### config.mk
export PLATFORM = sky130hd
export DESIGN_NAME = onehot_rr_arbiter_flat
export DESIGN_NICKNAME = d
export VERILOG_FILES = /design/src/rtl/onehot_rr_arbiter_pkg.sv /design/src/rtl/onehot_rr_arbiter_if.sv /design/src/rtl/onehot_rr_arbiter_rr_pick.sv /design/src/rtl/onehot_rr_arbiter.sv /design/src/flat_wrapper.sv
export SDC_FILE = /design/constraint.sdc
export NUM_CORES = 1
export LEC_CHECK = 0
export CORE_MARGIN = 3
export CORE_UTILIZATION = 35
export CTS_BUF_LIST = sky130_fd_sc_hd__clkbuf_16
export CTS_CLUSTER_DIAMETER = 40
export CTS_CLUSTER_SIZE = 24
export DETAILED_ROUTE_END_ITERATION = 8
export PLACE_DENSITY_LB_ADDON = 0.12
export SLEW_MARGIN = 30
export SYNTH_ARGS = -nofsm -noshare
export SYNTH_HDL_FRONTEND = slang
export SYNTH_SLANG_ARGS = --single-unit
### constraint.sdc
create_clock -name clock -period 5.6 [get_ports clock]
set_input_delay 1.12 -clock clock [delete_from_list [all_inputs] [get_ports clock]]
set_output_delay 1.12 -clock clock [all_outputs]
set_load 0.05 [all_outputs]
### src/rtl/onehot_rr_arbiter_pkg.sv
// ---------------------------------------------------------------------------
// onehot_rr_arbiter_pkg
//   Shared definitions for the one-hot round-robin arbiter:
//   - SW      : width of the one-hot controller state vector
//   - NAME_W  : width of the exported ASCII state name (8 characters)
//   - state_e : one-hot controller states IDLE / GRANT / RECOVER
//   - NAME_*  : space-padded ASCII names, MSB-first, one per state
// ---------------------------------------------------------------------------
package onehot_rr_arbiter_pkg;

  localparam int SW     = 3;
  localparam int NAME_W = 64;

  typedef enum logic [SW-1:0] {
    ST_IDLE    = 3'b001,
    ST_GRANT   = 3'b010,
    ST_RECOVER = 3'b100
  } state_e;

  localparam logic [NAME_W-1:0] NAME_IDLE    = "IDLE    ";
  localparam logic [NAME_W-1:0] NAME_GRANT   = "GRANT   ";
  localparam logic [NAME_W-1:0] NAME_RECOVER = "RECOVER ";

endpackage : onehot_rr_arbiter_pkg

### src/rtl/onehot_rr_arbiter_if.sv
// ---------------------------------------------------------------------------
// onehot_rr_arbiter_if
//   Request/grant bundle between the requesters and the arbiter.
//   req       : N   request vector, bit i = requester i wants the resource
//   done      : 1   current owner releases the resource
//   grant     : N   registered one-hot grant, zero when nobody owns it
//   busy      : 1   arbiter is in GRANT
//   owner     : CW  index of the last granted requester
//   hold_cnt  : CW  GRANT cycles elapsed for the current owner
//   state_str : 64  ASCII state name for debug
//   modport master : requester side (drives req/done)
//   modport slave  : arbiter side (drives grant and status)
// ---------------------------------------------------------------------------
interface onehot_rr_arbiter_if
  import onehot_rr_arbiter_pkg::*;
#(
  parameter int N  = 3,
  parameter int CW = 3
);

  logic [N-1:0]      req;
  logic              done;
  logic [N-1:0]      grant;
  logic              busy;
  logic [CW-1:0]     owner;
  logic [CW-1:0]     hold_cnt;
  logic [NAME_W-1:0] state_str;

  modport master (
    output req, done,
    input  grant, busy, owner, hold_cnt, state_str
  );

  modport slave (
    input  req, done,
    output grant, busy, owner, hold_cnt, state_str
  );

endinterface : onehot_rr_arbiter_if

### src/rtl/onehot_rr_arbiter_rr_pick.sv
// ---------------------------------------------------------------------------
// rr_pick
//   Combinational rotate-priority selector. Scans req starting at ptr,
//   then ptr+1, ... wrapping modulo N, and returns the first set index.
//   req : N   request vector
//   ptr : CW  highest-priority index for this scan (must be < N)
//   sel : CW  index of the winning requester (0 when none)
//   any : 1   at least one request bit is set
// ---------------------------------------------------------------------------
module rr_pick
  import onehot_rr_arbiter_pkg::*;
#(
  parameter int N  = 3,
  parameter int CW = 3
) (
  input  logic [N-1:0]  req,
  input  logic [CW-1:0] ptr,
  output logic [CW-1:0] sel,
  output logic          any
);

  always_comb begin
    int           idx;
    logic [N-1:0] shifted;
    // NOTE: every combinational output gets a default before the loop so no
    // path leaves it unassigned, which would otherwise infer a latch.
    sel     = '0;
    any     = 1'b0;
    idx     = 0;
    shifted = '0;
    for (int i = 0; i < N; i++) begin
      idx     = (int'(ptr) + i) % N;
      // Shift instead of a variable bit-select keeps index widths clean.
      shifted = req >> idx;
      if (!any && shifted[0]) begin
        sel = CW'(idx);
        any = 1'b1;
      end
    end
  end

endmodule : rr_pick

### src/rtl/onehot_rr_arbiter.sv
// ---------------------------------------------------------------------------
// onehot_rr_arbiter
//   Round-robin arbiter sharing one resource among N requesters, sequenced
//   by a one-hot IDLE -> GRANT -> RECOVER controller. Grant is registered
//   and one-hot; a per-grant hold counter forces rotation after MAX_HOLD
//   GRANT cycles.
//   clock : sole clock, rising edge
//   reset : synchronous active-high reset, overrides everything
//   bus   : onehot_rr_arbiter_if.slave (req/done in, grant/status out)
// ---------------------------------------------------------------------------
module onehot_rr_arbiter
  import onehot_rr_arbiter_pkg::*;
#(
  parameter int N        = 3,
  parameter int MAX_HOLD = 4,
  parameter int CW       = 3
) (
  input  logic                 clock,
  input  logic                 reset,
  onehot_rr_arbiter_if.slave   bus
);

  // Elaboration-time parameter sanity.
  if (N < 2 || N > 8) begin : g_bad_n
    $error("onehot_rr_arbiter: N must be in 2..8");
  end
  if (MAX_HOLD < 1 || MAX_HOLD > (1 << CW)) begin : g_bad_hold
    $error("onehot_rr_arbiter: MAX_HOLD must be in 1..2**CW");
  end
  if ((1 << CW) < N) begin : g_bad_cw
    $error("onehot_rr_arbiter: CW too narrow to index N requesters");
  end

  state_e        state;
  logic [CW-1:0] ptr;
  logic [CW-1:0] sel;
  logic          any;
  logic          owner_req;
  logic          timeout;
  logic          release_now;
  logic [CW-1:0] next_ptr;
  logic [N-1:0]  sel_onehot;

  rr_pick #(
    .N  (N),
    .CW (CW)
  ) u_pick (
    .req (bus.req),
    .ptr (ptr),
    .sel (sel),
    .any (any)
  );

  // Release decode for the GRANT state: owner done, owner dropped its
  // request, or the hold budget is spent. Any combination is one release.
  assign owner_req   = |(bus.req & (N'(1) << bus.owner));
  assign timeout     = (bus.hold_cnt == CW'(MAX_HOLD - 1));
  assign release_now = bus.done || !owner_req || timeout;
  assign next_ptr    = (bus.owner == CW'(N - 1)) ? '0 : bus.owner + CW'(1);
  assign sel_onehot  = N'(1) << sel;

  assign bus.busy    = state[1];

  // NOTE: all state in this block uses non-blocking assignments so every
  // register samples the pre-edge values, independent of statement order.
  always_ff @(posedge clock) begin
    if (reset) begin
      state         <= ST_IDLE;
      bus.state_str <= NAME_IDLE;
      bus.grant     <= '0;
      bus.owner     <= '0;
      bus.hold_cnt  <= '0;
      ptr           <= '0;
    end else begin
      case (state)
        ST_IDLE: begin
          if (any) begin
            state         <= ST_GRANT;
            bus.state_str <= NAME_GRANT;
            bus.grant     <= sel_onehot;
            bus.owner     <= sel;
            bus.hold_cnt  <= '0;
          end
        end

        ST_GRANT: begin
          if (release_now) begin
            state         <= ST_RECOVER;
            bus.state_str <= NAME_RECOVER;
            bus.grant     <= '0;
            bus.hold_cnt  <= '0;
            ptr           <= next_ptr;
          end else begin
            // Timeout releases before the counter can reach 2**CW, so
            // this increment never wraps.
            bus.hold_cnt  <= bus.hold_cnt + CW'(1);
          end
        end

        ST_RECOVER: begin
          // Single dead cycle; req is deliberately ignored here.
          state         <= ST_IDLE;
          bus.state_str <= NAME_IDLE;
          bus.grant     <= '0;
        end

        default: begin
          // Non-one-hot state: fall back to a clean IDLE with no grant.
          state         <= ST_IDLE;
          bus.state_str <= NAME_IDLE;
          bus.grant     <= '0;
          bus.hold_cnt  <= '0;
        end
      endcase
    end
  end

endmodule : onehot_rr_arbiter

### src/flat_wrapper.sv
// flat-port wrapper written by rule: the top's interface ports become plain ports
module onehot_rr_arbiter_flat import onehot_rr_arbiter_pkg::*;
#(
  parameter int N        = 3,
  parameter int MAX_HOLD = 4,
  parameter int CW       = 3
)
  (clock, reset, bus_req, bus_done, bus_grant, bus_busy, bus_owner, bus_hold_cnt, bus_state_str);
  onehot_rr_arbiter_if #(.N(N), .CW(CW)) bus_i ();
  input  logic clock;
  input  logic reset;
  input wire logic [$bits(bus_i.req)-1:0] bus_req;
  input wire logic [$bits(bus_i.done)-1:0] bus_done;
  output wire logic [$bits(bus_i.grant)-1:0] bus_grant;
  output wire logic [$bits(bus_i.busy)-1:0] bus_busy;
  output wire logic [$bits(bus_i.owner)-1:0] bus_owner;
  output wire logic [$bits(bus_i.hold_cnt)-1:0] bus_hold_cnt;
  output wire logic [$bits(bus_i.state_str)-1:0] bus_state_str;
  assign bus_i.req = bus_req;
  assign bus_i.done = bus_done;
  assign bus_grant = bus_i.grant;
  assign bus_busy = bus_i.busy;
  assign bus_owner = bus_i.owner;
  assign bus_hold_cnt = bus_i.hold_cnt;
  assign bus_state_str = bus_i.state_str;
  onehot_rr_arbiter #(.N(N), .MAX_HOLD(MAX_HOLD), .CW(CW)) u_core (.clock(clock), .reset(reset), .bus(bus_i));
endmodule
==> impl_results.md <==
* Outcome: finished clean
* Max Freq at 0.223 GHz
* Crit start category: flip-flop
* Compound-gate portion of the synthesized area at between 20 and 30%
* Syn_area_per_cell at 7.98 um2
* Post-synth EDFFs at 0
* Initial antenna violation count at 0
* Pwr Total at 1.59 mW
* Req. time, crit path at 5740 ps
* CP most frequent cell: ha_1
* FF-to-FF setup slack at 1110 ps
* Min Tclk post-route at roughly 4500 ps
* Routability cong. at 0.846
* Number of cell rows at 31
* Crit path capture type: flip-flop
* DR iter-0 viols at 132
* Combinational family with the most area after synthesis: compound AO/OA/AOI/OAI gates
* DP HPWL at between 5 and 6 mm
* Die width at 95.2 um
* CTS max path bufs at 2
* Hold crit path type: reg2reg
* Final hold slack at 459 ps
* Clock transition at path regs at roughly 60 ps
* CTS H-tree lvls at 1
* Setup_tns at 0 ps
* Yosys reg bits at 18
* Crit Reg-Reg Startpoint: u_core.ptr[2]
* Max VDD drop at 254 uV
* Warnings from Yosys at 0
* CTS tree: built
* Post-Synth Adder-Cell Area at around 9.9%
* Drt via density at approximately 5
* Slowest Stage Delay on Critical Path at approximately 430 ps
* RSZ-0062 raised after global routing: no
* TritonCTS buffer count at 3
* Post-Route Skew at 1.65 ps
* Post-synth top area share at 15.9%
* Final Setup Violations at 0
* Setup Crit Path Kind: reg2reg
* CORE AREA at 0.00749 mm2
* WP data arrival at 4630 ps
* Critical Path Sink: u_core.state[0]
* Final period util at 80.2%
* Top post-synthesis cells by area: buf_4 (16%), dfxtp_1 (13%), ha_1 (9.9%)
* Crit. Startpoint: u_core.ptr[2]
* Die ar. at 0.00907 mm2
* TritonRoute pass-1 iters at 4
* IO Count at 80
* Global route overflow at 0
* All-Layer GR Usage at 14.5%
* CP max stage cell: nor3b_1
* Mux cell area share after synthesis at 4.09%
* Critical path, cell by cell: buf_4 > ha_1 > buf_4 > and2_1 > nor2_1 > ha_1 > ha_1 > a211oi_2 > a2111oi_4 > ha_1 > nor3b_1 > a221oi_1 > a211oi_1 > o2111ai_2 > o21a_2 > o21ai_4 > nand3b_1 > a211o_1
* Port Buf Inserts at 44
* Xor-xnor portion of the synthesized cell area at 4.67%
* Post-synth ARST share at 0%
* Max Cap Viol at 0
* Worst Reg2Reg Path Length in Cells at 18
* NumNets Final at 392
* Seq/Total Area, Yosys at 12.9%
* First-pass GRT wire length at 10.7 mm
* Mapped Area at 0.00279 mm2
* Pleak at 1.18 nW
* CTS Hold Bufs at 0
* Synth area leader: buf_4
* Final hold violations at 0
* Netlist cell types at 75
* Reg2reg end: u_core.state[0]
* Antenna Nets Post-Route at 0
* Initial Util at 37.2%
* Total clock sinks at 18
* Via Count at 2347
* # DRC at 0
* Wire per inst at 14.4 um
* Largest net degree at the start of global routing at 20
* Synthesis-to-layout area growth at 10.3%
* Power per cell area at a little over 500 mW/mm2
* Clk Latency, worst-skew pair at roughly 250 ps
* Vias in the first global route at 2138
* ANT cells at 0
* Max_slew headroom at 60.4%
* Root buffer cell: clkbuf_16
* Total Wirelength at 6.67 mm
* Critical path peak fanout at 13
* Primary FF master, synth: dfxtp_1
* Synth Instances at 349
* Die height at 95.2 um
* Post-Synth Simple-Gate Area at between 20 and 25%
* Post-CTS Setup Inserts at 0
* Measured slew at the worst slew-check pin at 593 ps
* Final Max Slew Viols at 0
* Share of cells above drive strength 1 at 10.5%
* CTS resizes at 0
area by class of cell:
| type | instances | area [um2] |
|---|---|---|
| Clock buffer | 3 | 75.1 |
| Sequential cell | 18 | 360 |
| Fill cell | 751 | 4410 |
| Tap cell | 99 | 124 |
| Clock inverter | 1 | 3.75 |
| Timing Repair Buffer | 48 | 470 |
| Multi-Input combinational cell | 273 | 1970 |
| Inverter | 20 | 75.1 |
sequential cells by signal, summed over array words and instances (netlist names):
register	flops
u_core.bus.state_str	4
u_core.bus.hold_cnt	3
u_core.bus.owner	3
u_core.bus.grant	3
u_core.ptr	3
u_core.state	2
kinds of logic (layout without fill, tap and decap cells):
| family | after synthesis | in the layout |
|---|---|---|
| xor+xnor | 11 | 11 |
| mux | 11 | 11 |
| buf+inv | 91 | 72 |
| other cells | 2 | 35 |
| compound gates | 93 | 93 |
| flops | 18 | 18 |
| fa+ha+maj | 22 | 22 |
| simple gates | 101 | 101 |
critical path, delay by kind of cell, from the launching register on:
family,cells,cell delay (ps)
simple gates,4,930
fa+ha+maj,4,960
compound gates,8,1770
buf+inv,2,390
flops,1,300
cells in the final DEF, fill, tap and decap left out, types with 4 or more instances in the layout:
cell type	n
mux2i_1	8
o211ai_1	4
nand3_1	5
ha_1	22
clkdlybuf4s50_1	44
inv_1	20
xnor2_1	8
conb_1	35
a211oi_1	6
nor3b_1	6
o21ai_1	8
and2_1	4
buf_4	4
nor3_1	8
nor2_1	22
nand3b_1	4
and3_1	5
dfxtp_1	18
nand2b_1	6
a21oi_1	23
nand2_1	21
o21ai_0	8
cells in the mapped netlist (all sizes together) (4+ instances only):
master	number
nor2	22
nor3b	8
dfxtp	18
nand2b	6
a21oi	24
and2	4
o22ai	5
clkbuf	5
and3	5
o21ai	17
o211ai	4
nand2	21
xnor2	10
o32ai	4
nor3	8
nand3b	5
nand3	6
o31ai	5
inv	20
buf	66
mux2i	8
nand4	4
a211oi	7
ha	22
per-stage QoR:
stage	cells	instance area [um2]	utilization, %	setup WS, ps
final	462	3070	41.1	1110
after global routing	462	3070	41.1	853
after CTS	462	3070	41.1	1130
after detailed placement	458	3000	40.0	1180
after global placement	458	3000	40.0	1250
after floorplan	382	2910	-	998
power by group:
group	total, mW	switching [mW]	internal [mW]
sequential	0.211	0.0487	0.162
clock	0.148	0.0527	0.0951
combinational	1.23	0.798	0.435
per-layer routing:
| layer | global-route usage, % | up-vias | routed length (um) |
|---|---|---|---|
| met3 | 1.66 | 6 | 246 |
| met1 | 21.0 | 1088 | 3290 |
| met5 | 0 | - | 0 |
| met2 | 23.0 | 69 | 3070 |
| li1 | - | 1184 | - |
| met4 | 3.13 | 0 | 65 |
worst min-delay path by stage:
stage | start | to | slack (ps) | depth (start not counted)
floorplan | u_core.bus.grant[1] | u_core.bus.grant[1] | 670 | 2
global placement | u_core.bus.grant[1] | u_core.bus.grant[1] | 450 | 2
detailed placement | u_core.bus.grant[2] | u_core.bus.grant[2] | 450 | 2
CTS | u_core.bus.grant[2] | u_core.bus.grant[2] | 460 | 2
global route | u_core.bus.grant[1] | u_core.bus.grant[1] | 510 | 2
finish | u_core.bus.grant[2] | u_core.bus.grant[2] | 460 | 2
No activity file was read; power rests on OpenSTA's default activity.
